**src/rtl/station_cmd_ctrl.sv**
```systemverilog
// Station command controller: takes go/stop commands and barcode station IDs,
// enables motion while in transit, and drives the piezo when the path is blocked.
//
// state   | meaning
// --------+-----------------------------------------------
// IDLE    | no destination active, motion disabled
// TRANSIT | heading to dest_id, motion enabled when path clear
module station_cmd_ctrl #(
    parameter int unsigned BUZZ_HALF = 12500,
    parameter logic [1:0]  CMD_GO    = 2'b01,
    parameter logic [1:0]  CMD_STOP  = 2'b00
) (
    input  logic       clk,
    input  logic       rst_n,
    input  logic [7:0] cmd,
    input  logic       cmd_rdy,
    output logic       clr_cmd_rdy,
    input  logic [7:0] ID,
    input  logic       ID_vld,
    output logic       clr_ID_vld,
    input  logic       OK2Move,
    output logic       go,
    output logic       in_transit,
    output logic       buzz,
    output logic       buzz_n
);

    localparam int unsigned CW = $clog2(BUZZ_HALF);
    localparam logic [CW-1:0] CNT_MAX = CW'(BUZZ_HALF - 1);

    typedef enum logic {
        IDLE    = 1'b0,
        TRANSIT = 1'b1
    } state_t;

    state_t        state, state_nxt;
    logic [5:0]    dest_id, dest_id_nxt;
    logic [CW-1:0] buzz_cnt;
    logic          buzz_en;
    logic [1:0]    opcode;
    logic          unused_id_hi;

    // Decoder guarantees the top two ID bits are zero.
    assign unused_id_hi = ^ID[7:6];
    assign opcode       = cmd[7:6];

    always_ff @(posedge clk or negedge rst_n) begin
        if (!rst_n) begin
            state   <= IDLE;
            dest_id <= 6'd0;
        end else begin
            state   <= state_nxt;
            dest_id <= dest_id_nxt;
        end
    end

    // Commands take priority; a simultaneous ID stays pending for the next cycle.
    always_comb begin
        state_nxt   = state;
        dest_id_nxt = dest_id;
        clr_cmd_rdy = 1'b0;
        clr_ID_vld  = 1'b0;
        if (cmd_rdy) begin
            clr_cmd_rdy = 1'b1;
            case (state)
                IDLE: begin
                    if (opcode == CMD_GO) begin
                        dest_id_nxt = cmd[5:0];
                        state_nxt   = TRANSIT;
                    end
                end
                TRANSIT: begin
                    if (opcode == CMD_GO) begin
                        dest_id_nxt = cmd[5:0];
                    end else if (opcode == CMD_STOP) begin
                        state_nxt = IDLE;
                    end
                end
                default: state_nxt = IDLE;
            endcase
        end else if (ID_vld) begin
            clr_ID_vld = 1'b1;
            if ((state == TRANSIT) && (ID[5:0] == dest_id)) begin
                state_nxt = IDLE;
            end
        end
    end

    assign in_transit = (state == TRANSIT);
    assign go         = in_transit & OK2Move;
    assign buzz_en    = in_transit & ~OK2Move;

    // Leaving the blocked condition returns the piezo to a defined rest state.
    always_ff @(posedge clk or negedge rst_n) begin
        if (!rst_n) begin
            buzz_cnt <= '0;
            buzz     <= 1'b0;
            buzz_n   <= 1'b1;
        end else if (buzz_en) begin
            if (buzz_cnt == CNT_MAX) begin
                buzz_cnt <= '0;
                buzz     <= ~buzz;
                buzz_n   <= buzz;
            end else begin
                buzz_cnt <= buzz_cnt + CW'(1);
            end
        end else begin
            buzz_cnt <= '0;
            buzz     <= 1'b0;
            buzz_n   <= 1'b1;
        end
    end

endmodule
```
**config.mk**
```make
export PLATFORM = sky130hd
export DESIGN_NAME = station_cmd_ctrl
export DESIGN_NICKNAME = d
export VERILOG_FILES = /design/src/rtl/station_cmd_ctrl.sv
export SDC_FILE = /design/constraint.sdc
export NUM_CORES = 1
export LEC_CHECK = 0
export ABC_AREA = 1
export CORE_MARGIN = 8
export CORE_UTILIZATION = 55
export DETAILED_ROUTE_END_ITERATION = 8
export DONT_BUFFER_PORTS = 1
export GPL_ROUTABILITY_DRIVEN = 1
export PLACE_DENSITY = 0.75
export SLEW_MARGIN = 20
export SYNTH_ARGS = -nofsm -noshare
export SYNTH_HDL_FRONTEND = slang
export SYNTH_SLANG_ARGS = --single-unit
```
**constraint.sdc**
```tcl
create_clock -name clk -period 1.4 [get_ports clk]
set_clock_uncertainty 0.05 [all_clocks]
set_input_delay 0.07 -clock clk [delete_from_list [all_inputs] [get_ports clk]]
set_output_delay 0.07 -clock clk [all_outputs]
set_load 0.1 [all_outputs]
```
# Word level (Yosys, flattened, before mapping)
# Cells that the tools add are included.
[classes] reduce_logical=6 n_eq_ne=4 bitwise=5 n_mux=17 addsub=1
[ops] op="2-to-1 mux 14 bit" n=2
[ops] op="adder 14 x 1 -> 14 bit (second input constant)" n=1
[ops] op="== test 14 bit (second input constant)" n=1
[ops] op="2-to-1 mux 1 bit" n=13
[ops] op="== test 6 bit" n=1
[ops] op="2-to-1 mux 6 bit" n=1
[ops] op="AND reduction 2 bit" n=2
[ops] op="nonzero test 2 bit" n=2
[ops] op="inverter 1 bit" n=3
[ops] op="AND 1 bit" n=2
[ops] op="== test 2 x 1 -> 1 bit (second input constant)" n=1
[ops] op="zero test 2 bit" n=1
[ops] op="!= test 2 x 1 -> 1 bit (second input constant)" n=1
[ops] op="case mux 1 bit (2 select lines)" n=1
[ops] op="logical AND 1 bit" n=1
[word_totals] elab_cells=38 input_bits=21 register_bits=23 output_inout_bits=6

# Logic depth before layout (Yosys ltp)
# Gate-level depths: netlist (run 1).
[logic_depth] depth_word=5 ltp_mapped=8 depth_no_buf=8

# Worst setup path after synthesis (run 1)
# No wires, ideal clock.
[synth_timing] path_kind="flip-flop to output port" start="register state, in the netlist in_transit" end="output go" path_stages_with_launch=3 t_arrival_ps=1668 slack_ps=-388 cell_sequence="dfrtp_1 -> nand2_1 -> inv_1"
[synth_via] elab_chain_len=1
[synth_rtl] item="start: declaration" line_no="36" text="state_t state, state_nxt;"
[synth_rtl] item="start signal: assignment" line_no="52" text="state <= state_nxt;"
[synth_rtl] item="AND 1 bit" line_no="90" text="assign go = in_transit & OK2Move;"
[synth_rtl] item="end: declaration" line_no="22" text="output logic go,"
# No other way between the ends.

# Final worst setup path (run 1)
# Ends and elaborated chain as after synthesis.

==> reports/metrics.yaml, run 1 <==
seq_area_um2: 580.6
cellPowerDensity_mw_per_mm2: 827.7
synth_top_cell_by_area: "dfrtp_1"
fp.dieArea_mm2: 0.004206
dp_slack_ns: 0.07660
syn_to_final_growth_pct: 25.26
async_flop_share: 1.000
place.gp.congestion: 0.9348
root_buffer: "clkbuf_4"
syn_inst: 175
worst_pin_slew_ns: 0.4874
port-buffer-count: 0
die_w_um: 64.85
vias: 1153
drive_above_1_share: 0.1765
slew_headroom: 0.6751
avgSynthCellArea_um2: 7.500
grt_pass1_wl_mm: 4.836
final_nets: 228
crit_type: "reg2out"
netlist_top_cells_count: "nand2_1 (51), nor2_1 (32), dfrtp_1 (22), inv_1 (19), nand3_1 (7)"
ys_warn_count: 0
max_freq_mhz: 755.8
synth_area_mm2: 0.001313
synth_compound_area_frac: 0.05529
synth-seq-area-share: 0.4395
hold_viol: 0
num_rows: 17
startpoint_type: "flop"
synth_edf_count: 0
cap_viol_max_count: 0
synth-seq-cells: 23
hold_path.class: "in2reg"
finalCritPeriodShare: 0.9450
fill_cells: 175
seq_power_share: 0.546
p_sw_uw: 436.1
status: "finished clean"
syn-num-nets: 198
fin_setup_tns_ns: 0
htree_levels: 1
multi_input_area_um2: 660.6
clockBufferDepth: 2
dp_hpwl_mm: 1.958
clock-sinks: 23
path_clk_slew_ns: 0.12
synth_cell_type_count: 23
power.static_leakage_uw: 0.0006984
min-delay-start: "ID_vld"
crit_fanout: 4
r2r_start: "buzz_cnt[0]"
yosysMostFrequentCell: "nand2_1"
period_minus_slack_ns: 1.323
synth-simple-area-share: 0.3584
p_int_uw: 924.7
start_util: 0.5877
synth_top_family_by_area: "simple AND/OR/NAND/NOR gates"
fin_ws_ns: 0.07697
grt_max_degree: 24
power_frac_clock: 0.218
drc: 0
synth_mux_area_frac: 0
critPathArrivalTime_ns: 1.20
grt_pass1_vias: 1099
die_y_um: 64.85
antenna_left: 0
sw_frac_of_total: 0.3205
yosys.area_share.adder: 0.01907
peakVddDrop_mv: 0.5747
worst_setup_path_end_kind: "output pin"
coreArea_mm2: 0.002233
routed_wl_mm: 2.818
grt_overflow_total: 0
worst_skew_pair.late_latency_ns: 0.31
finalMaxSlewViolations: 0
cts_tree: "done"
required_ns: 1.28
numCtsBuffers: 3
wl_per_cell_um: 12.15
diodes: 0
grt_antenna_before_repair: 0
initialDrtViolationCount: 30
yosys-top-cells-area: "dfrtp_1 (42%), nand2_1 (15%), nor2_1 (9.2%), inv_1 (5.4%), xor2_1 (4.0%)"
viasPerCell: 4.970
setup.worst_path.start: "in_transit"
synth_ff_type: "dfrtp_1"
synth-xor-area-share: 0.05338
power_frac_comb: 0.235
setup_violations: 0
grt_usage: 0.1431
first_pass_iters: 5
ios: 27
yosysTopAreaCellShare: 0.4194
[worst max-delay path, stage by stage, from the launching register on]
cell and delay, ns:
dfrtp_4 0.51, nand2_1 0.11, clkinvlp_4 0.10, buf_12 0.17
[placed cells by master, fill, tap and decap left out, types with 3 or more instances in the layout]
cell / instances
dlygate4sd3_1: 17
a21oi_1: 4
nand2_1: 51
nand3_1: 7
nand4_1: 3
dfrtp_1: 21
nor2_4: 6
clkbuf_4: 3
buf_4: 7
inv_2: 6
inv_1: 17
xor2_1: 6
nand2_2: 3
nor2_1: 30
o21ai_0: 5
[power groups by stage]
stage / Sequential [uW] / Clock [uW] / Combinational (uW)
2_1_floorplan: 823 / 0 / 149
3_3_place_gp: 750 / 0 / 263
3_5_place_dp: 753 / 0 / 268
4_1_cts: 739 / 315 / 313
5_1_grt: 748 / 337 / 346
6_report: 744 / 297 / 320
[metrics by stage]
step           total power (uW)  instances  utilization  hold slack (ns)  cell area, um2
2_1_floorplan             971.7        175            -          -0.2756            1323
3_3_place_gp               1014        209       0.6336          -0.2749            1415
3_5_place_dp               1021        209       0.6336          -0.2749            1415
4_1_cts                    1367        230       0.7216          0.01377            1612
5_1_grt                    1431        232       0.7361          0.07399            1644
6_report                   1361        232       0.7361          0.02051            1644
[final timing paths]
check	cells past startpoint	slack (ns)	endpoint
min in group asynchronous	2	0.20	buzz_cnt[4]
max	3	0.08	go
max reg2reg	8	0.13	buzz_cnt[13]
max in group asynchronous	2	0.73	in_transit
min	5	0.02	in_transit
min reg2reg	2	0.43	buzz_n
[repair_timing]
item | in CTS | in global routing
setup buffers | 0 | 1
hold buffers | 17 | 1
resized for setup | 0 | 6
endpoints found under the setup margin | 0 | 10
hold endpoints to repair | 43 | 22
[flip-flops by register name, indices dropped and copies added (netlist names)]
signal / cells
buzz_n: 1
buzz: 1
dest_id: 6
buzz_cnt: 14
in_transit: 1
[cell type report]
| class | count | area share |
|---|---|---|
| Timing Repair Buffer | 26 | 0.1507 |
| Sequential cell | 23 | 0.3531 |
| Clock buffer | 4 | 0.01598 |
| Inverter | 24 | 0.05708 |
| Tap cell | 28 | 0.02131 |
| Multi-Input combinational cell | 127 | 0.4018 |
[metal layers]
layer / global-route usage / vias to the layer above / wire length [um]
met5: 0 / - / 0
met4: 0.08719 / 0 / 108
met3: 0.03093 / 13 / 141
met2: 0.2484 / 39 / 1374
met1: 0.1559 / 504 / 1194
li1: - / 597 / -
[kinds of logic (layout without fill, tap and decap cells)]
| kind of cell | after synthesis | in the layout |
|---|---|---|
| XOR/XNOR | 8 | 8 |
| AND/OR/NAND/NOR | 105 | 105 |
| AO/OA/AOI/OAI | 12 | 12 |
| flip-flops | 23 | 23 |
| buffers and inverters | 25 | 54 |
| adder cells (fa/ha/maj) | 2 | 2 |
Power figures use the tool's default switching activity.
==> run 2: changes to the inputs <==
- PLACE_DENSITY: 0.75 -> 0.73
==> run 2 against run 1 <==
Against the previous run:
- first-iteration DRC count rose by 40%
- largest power group unchanged
- critical endpoint is now buzz
- fmax fell by 1.3%
- cell count rose by 0.43%
- register-to-register slack got worse by 0.07 ns
- setup slack got worse by 0.017 ns
- total power rose by 0.17%
- clock-buffer cell count did not move
- sequential share of layout area rose by 0.054 points
- global-route usage rose by 1.0 points
==> reports/metrics.yaml, run 2 (same netlist as run 1, synthesis figures left out) <==
status: "finished clean"
final_nets: 229  # +0.44%
place_area_mm2: 0.001415  # unchanged
layout_common_cells: "nand2_1 (51), nor2_1 (30), dfrtp_1 (21), inv_1 (18), dlygate4sd3_1 (17)"
grt_antenna_before_repair: 0  # unchanged
fin_setup_tns_ns: 0  # unchanged
initialDrtViolationCount: 42  # +40%
fill_cells: 170  # -2.9%
grt_pass1_wl_mm: 5.230  # +8.1%
multi_input_area_um2: 650.6  # -1.5%
grt_pass1_vias: 1237  # +13%
clockBufferDepth: 2  # unchanged
seq_area_um2: 580.6  # unchanged
crit_fanout: 7  # +3
top_regs: "buzz_cnt (14), dest_id (6)"
coreArea_mm2: 0.002233  # unchanged
cts_tree: "done"
use_met1: 0.1699  # +0.01401
required_ns: 1.61  # +0.33 ns
setup.worst_path.start: "buzz_cnt[1]"
vias: 1167  # +1.2%
rr_endpoint: "buzz"
wl_per_cell_um: 12.58  # +3.5%
use_met2: 0.2671  # +0.01863
antenna_left: 0  # unchanged
ios: 27  # unchanged
largest_reg_flops: 14  # unchanged
syn_to_final_growth_pct: 25.07
critPathArrivalTime_ns: 1.55  # +0.35 ns
worst_setup_path_end_kind: "flop"
final_common_cell: "nand2_1"
drive_above_1_share: 0.1756  # -0.0008608
stdcell_area_mm2: 0.001642  # -0.15%
root_buffer: "clkbuf_4"
fin_ws_ns: 0.05952  # -0.01745 ns
whs_ns: 0.04555  # +0.02504 ns
path_clk_slew_ns: 0.12  # about the same
grt.busiest_layer: "met2"
port-buffer-count: 0  # unchanged
place.gp.congestion: 0.8595  # -8.1%
grt_overflow_total: 0  # unchanged
worst_skew_pair.late_latency_ns: 0.31  # about the same
htree_levels: 1  # unchanged
max_freq_mhz: 746.0  # -1.3%
grt_max_degree: 24  # unchanged
fp.dieArea_mm2: 0.004206  # unchanged
num_rows: 17  # unchanged
grt_use_met3: 0.03780  # +0.006873
crit_type: "reg2reg"
hold_path.class: "in2reg"
finalMaxSlewViolations: 0  # unchanged
die_y_um: 64.85  # unchanged
finalCritPeriodShare: 0.9575  # +0.01247
first_pass_iters: 4  # -1
die_w_um: 64.85  # unchanged
dp_slack_ns: 0.07484  # -0.001753 ns
r2r_start: "buzz_cnt[1]"
clock-sinks: 23  # unchanged
power.static_leakage_uw: 0.0007027  # +0.61%
grt_usage: 0.1533  # +0.01021
setup_violations: 0  # unchanged
rr_worst_depth: 7  # -1
peakVddDrop_mv: 0.6932  # +21%
r2r_slack_ns: 0.06  # -0.07 ns
drc: 0  # unchanged
numCtsBuffers: 3  # unchanged
start_util: 0.5877  # unchanged
largest_register: "buzz_cnt"
slew_headroom: 0.6682  # -0.006854
cellPowerDensity_mw_per_mm2: 830.4  # +0.32%
hold_viol: 0  # unchanged
dp_hpwl_mm: 2.029  # +3.7%
crit_end: "buzz"
viasPerCell: 5.009  # +0.78%
startpoint_type: "flop"
rsz0062_at_grt: "true"
diodes: 0  # unchanged
routed_wl_mm: 2.930  # +4.0%
period_minus_slack_ns: 1.340  # +0.01745 ns
worst_pin_slew_ns: 0.4977  # +0.01028 ns
cap_viol_max_count: 0  # unchanged
[run 2: what timing repair did]
item / in CTS / in global routing
hold endpoints to repair: 43 / 22
hold buffers: 17 / 1
endpoints found under the setup margin: 0 / 7
setup buffers: 0 / 2
resized for setup: 0 / 3
[run 2: worst max-delay path, cell delays in order, from the launching register on]
cell	delay (ns)
dfrtp_1	0.41
ha_2	0.20
inv_1	0.05
nor2_2	0.09
nand2_2	0.09
o21ai_4	0.25
nand2_1	0.09
nand2_1	0.06
[run 2: per-layer routing]
metal | share of wire | routed length (um)
met1 | 0.43 | 1255
met2 | 0.49 | 1440
met3 | 0.057 | 168
met4 | 0.022 | 65
met5 | 0 | 0
[run 2: through the flow]
| stage | utilization | std cells | power (uW) |
|---|---|---|---|
| CTS | 0.7216 | 230 | 1368 |
| global route | 0.7350 | 233 | 1434 |
| finish | 0.7350 | 233 | 1363 |
| detailed placement | 0.6336 | 209 | 1021 |
| global placement | 0.6336 | 209 | 1013 |
| floorplan | - | 175 | 971.7 |
[run 2: worst min path at each step]
stage,cells past startpoint,end,startpoint
after global placement,0,buzz_cnt[8],rst_n
after detailed placement,0,buzz_cnt[12],rst_n
after global routing,5,in_transit,ID_vld
final,5,in_transit,ID_vld
after floorplan,0,buzz,rst_n
after CTS,5,in_transit,ID_vld
[run 2: final cells by class]
| cell class | instances | share of cell area |
|---|---|---|
| tap | 28 | 0.02134 |
| inverter | 24 | 0.05716 |
| multi-input combinational | 127 | 0.3963 |
| timing repair buffer | 27 | 0.1555 |
| sequential | 23 | 0.3537 |
| clock buffer | 4 | 0.01601 |
[run 2: where the power goes]
part / total, uW / internal [uW] / switching, uW / leakage, uW
logic: 320 / 105 / 216 / 0.000383
registers: 741 / 710 / 31.1 / 0.000305
clock network: 302 / 111 / 191 / 0.0000150
total: 1360 / 926 / 438 / 0.000703
==> run 3: changes to the inputs <==
- ABC_AREA: 1 -> default
- CORE_UTILIZATION: 55 -> 54
- PLACE_DENSITY: 0.73 -> 0.72
==> run 3 against run 2 <==
Against the previous run:
- core utilization up 3.4 points
- combinational power decreased by 28%
- setup slack got worse by 0.16 ns
- critical path type unchanged
- non-clock buffer count rose by 8
- hold slack worse by 0.0034 ns
- the flow now finishes with violations (negative setup slack)
- cell count down 29%
- clock-buffer cell count is 1 lower
- global-route usage shrank 2.4 points
==> reports/metrics.yaml, run 3 <==
status: "complete, but fails checks"
violations: "negative setup slack"
cp_top_family: "simple AND/OR/NAND/NOR gates"
port-buffer-count: 0  # unchanged
final_common_cell: "dfrtp_1"
grt_overflow_total: 0  # unchanged
async_flop_share: 1.000  # unchanged
syn-num-nets: 127  # -36%
layout_common_cells: "dfrtp_1 (21), buf_4 (20), nor2_1 (13), xor2_1 (13), dlygate4sd3_1 (11)"
yosys-top-cells-area: "dfrtp_1 (48%), xor2_1 (9.8%), mux2_2 (5.8%), nor2_1 (4.2%), nand4_1 (3.8%)"
worst_skew_pair.late_latency_ns: 0.31  # about the same
hold_viol: 0  # unchanged
dp_slack_ns: -0.1353  # -0.2101 ns
die_y_um: 62.32  # -3.9%
worst_pin_slew_ns: 0.5069  # +0.009239 ns
cellPowerDensity_mw_per_mm2: 827.3  # -0.37%
yosysMostFrequentCell: "dfrtp_1"
htree_levels: 1  # unchanged
yosysTopAreaCellShare: 0.4752  # +0.05571
final_nets: 163  # -29%
routed_wl_mm: 2.559  # -13%
coreArea_mm2: 0.002002  # -10%
critPathArrivalTime_ns: 1.67  # +0.12 ns
clockBufferDepth: 2  # unchanged
drive_above_1_share: 0.3381  # +0.1625
largest_register: "buzz_cnt"
syn_inst: 104  # -41%
synth_area_mm2: 0.001159  # -12%
fin_ws_ns: -0.1000  # -0.1595 ns
grt_pass1_wl_mm: 4.188  # -20%
viasPerCell: 5.416  # +8.1%
die_w_um: 62.32  # -3.9%
first_pass_iters: 4  # unchanged
dp_hpwl_mm: 1.811  # -11%
crit_type: "reg2reg"
fin_setup_tns_ns: -0.9541  # -0.9541 ns
numCtsBuffers: 3  # unchanged
cp_slowest_cell: "dfrtp_1"
period_minus_slack_ns: 1.500  # +0.1595 ns
path_clk_slew_ns: 0.13  # about the same
synth_edf_count: 0  # unchanged
worst_setup_path_end_kind: "flop"
setup_violations: 16  # +16
finalMaxSlewViolations: 0  # unchanged
ios: 27  # unchanged
synth_top_cell_by_area: "dfrtp_1"
finalCritPeriodShare: 1.071  # +0.1139
antenna_left: 0  # unchanged
synth-seq-cells: 23  # unchanged
power.static_leakage_uw: 0.0007128  # +1.4%
vias: 899  # -23%
synth_ff_type: "dfrtp_1"
place.gp.congestion: 0.8191  # -4.7%
ys_warn_count: 0  # unchanged
avgSynthCellArea_um2: 11.14  # +49%
synth-seq-area-share: 0.4978  # +0.05837
diodes: 0  # unchanged
grt_pass1_vias: 957  # -23%
peakVddDrop_mv: 0.7390  # +6.6%
hold_path.class: "in2reg"
fp.dieArea_mm2: 0.003884  # -7.7%
required_ns: 1.57  # -0.04 ns
max_freq_mhz: 666.7  # -11%
fill_cells: 132  # -22%
grt_max_degree: 24  # unchanged
crit_chain: "ha_2, nor4bb_4, nand4_1, buf_6, xnor2_2, and2_1"
initialDrtViolationCount: 10  # -76%
startpoint_type: "flop"
start_util: 0.5787  # -0.008925
cts_tree: "done"
grt_usage: 0.1291  # -0.02423
cpPeakStageDelay_ns: 0.38  # -0.03 ns
whs_ns: 0.04219  # -0.003353 ns
largest_reg_flops: 14  # unchanged
netlist_top_cells_count: "dfrtp_1 (22), nor2_1 (13), xor2_1 (13), nand4_1 (7), mux2_2 (6)"
synth_cell_type_count: 29  # +26%
drc: 0  # unchanged
syn_to_final_growth_pct: 32.83
top_regs: "buzz_cnt (14), dest_id (6)"
num_rows: 16  # -1
root_buffer: "clkbuf_4"
rsz0062_at_grt: "true"
clock-sinks: 23  # unchanged
wl_per_cell_um: 15.42  # +23%
path_buf_inv: 1  # unchanged
crit_fanout: 3  # -4
cap_viol_max_count: 0  # unchanged
grt_antenna_before_repair: 0  # unchanged
slew_headroom: 0.6621  # -0.006160
-- run 3: cells by family after synthesis --
family,share of synthesized area
buffers and inverters,0.03239
and+or+nand+nor,0.2246
adders and majority gates,0.02159
muxes,0.06695
xor gates and xnor gates,0.1361
DFF,0.4978
AOI/OAI and AO/OA,0.02052
-- run 3: layout make-up --
| type | instances | area, um2 | area share |
|---|---|---|---|
| sequential | 23 | 578.1 | 0.3756 |
| timing repair buffer | 35 | 307.8 | 0.2000 |
| inverter | 1 | 3.754 | 0.002439 |
| clock inverter | 1 | 5.005 | 0.003252 |
| clock buffer | 3 | 22.52 | 0.01463 |
| tap | 27 | 33.78 | 0.02195 |
| multi-input combinational | 76 | 588.1 | 0.3821 |
-- run 3: stage by stage --
step / total power, uW / instance area, um2 / instances / utilization
6_report: 1273 / 1539 / 166 / 0.7688
5_1_grt: 1316 / 1539 / 166 / 0.7688
4_1_cts: 1279 / 1494 / 164 / 0.7463
3_5_place_dp: 931.8 / 1336 / 147 / 0.6675
3_3_place_gp: 922.8 / 1336 / 147 / 0.6675
2_1_floorplan: 904.3 / 1177 / 104 / -
-- run 3: worst register-to-register path, stage by stage, from the launching register on --
cell and delay (ns):
dfrtp_1 0.38, ha_2 0.19, nor4bb_4 0.18, nand4_1 0.17, buf_6 0.18, xnor2_2 0.12, and2_1 0.13
-- run 3: what timing repair did --
item                                   4_1_cts  5_1_grt
gates resized for setup                      1        6
hold buffers                                11        1
pin swaps                                    4        2
gates cloned                                 0        0
setup endpoints to repair                   16       16
buffers inserted                             2        1
endpoints found under the hold margin       33       22
-- run 3: final timing paths --
kind / cells past startpoint / end / start / slack, ns
max in group asynchronous: 2 / in_transit / rst_n / 0.73
setup / recovery: 6 / buzz / buzz_cnt[0] / -0.10
hold reg to reg: 1 / dest_id[3] / dest_id[3] / 0.49
min in group asynchronous: 2 / buzz_cnt[13] / rst_n / 0.20
hold / removal: 3 / in_transit / ID[5] / 0.04
setup reg to reg: 6 / buzz / buzz_cnt[0] / -0.10
-- run 3: metal layers --
| metal | part of all wire | track usage |
|---|---|---|
| met4 | 0.0051 | 0.04843 |
| met2 | 0.53 | 0.2277 |
| met5 | 0 | 0 |
| met3 | 0.063 | 0.05018 |
| met1 | 0.40 | 0.1349 |
-- run 3: report_power, final --
part           leakage (uW)  switching [uW]  internal [uW]  total [uW]
sequential         0.000302            26.0            705         731
combinational      0.000393             126            105         231
clock             0.0000177             204            107         311
total              0.000713             356            917        1270
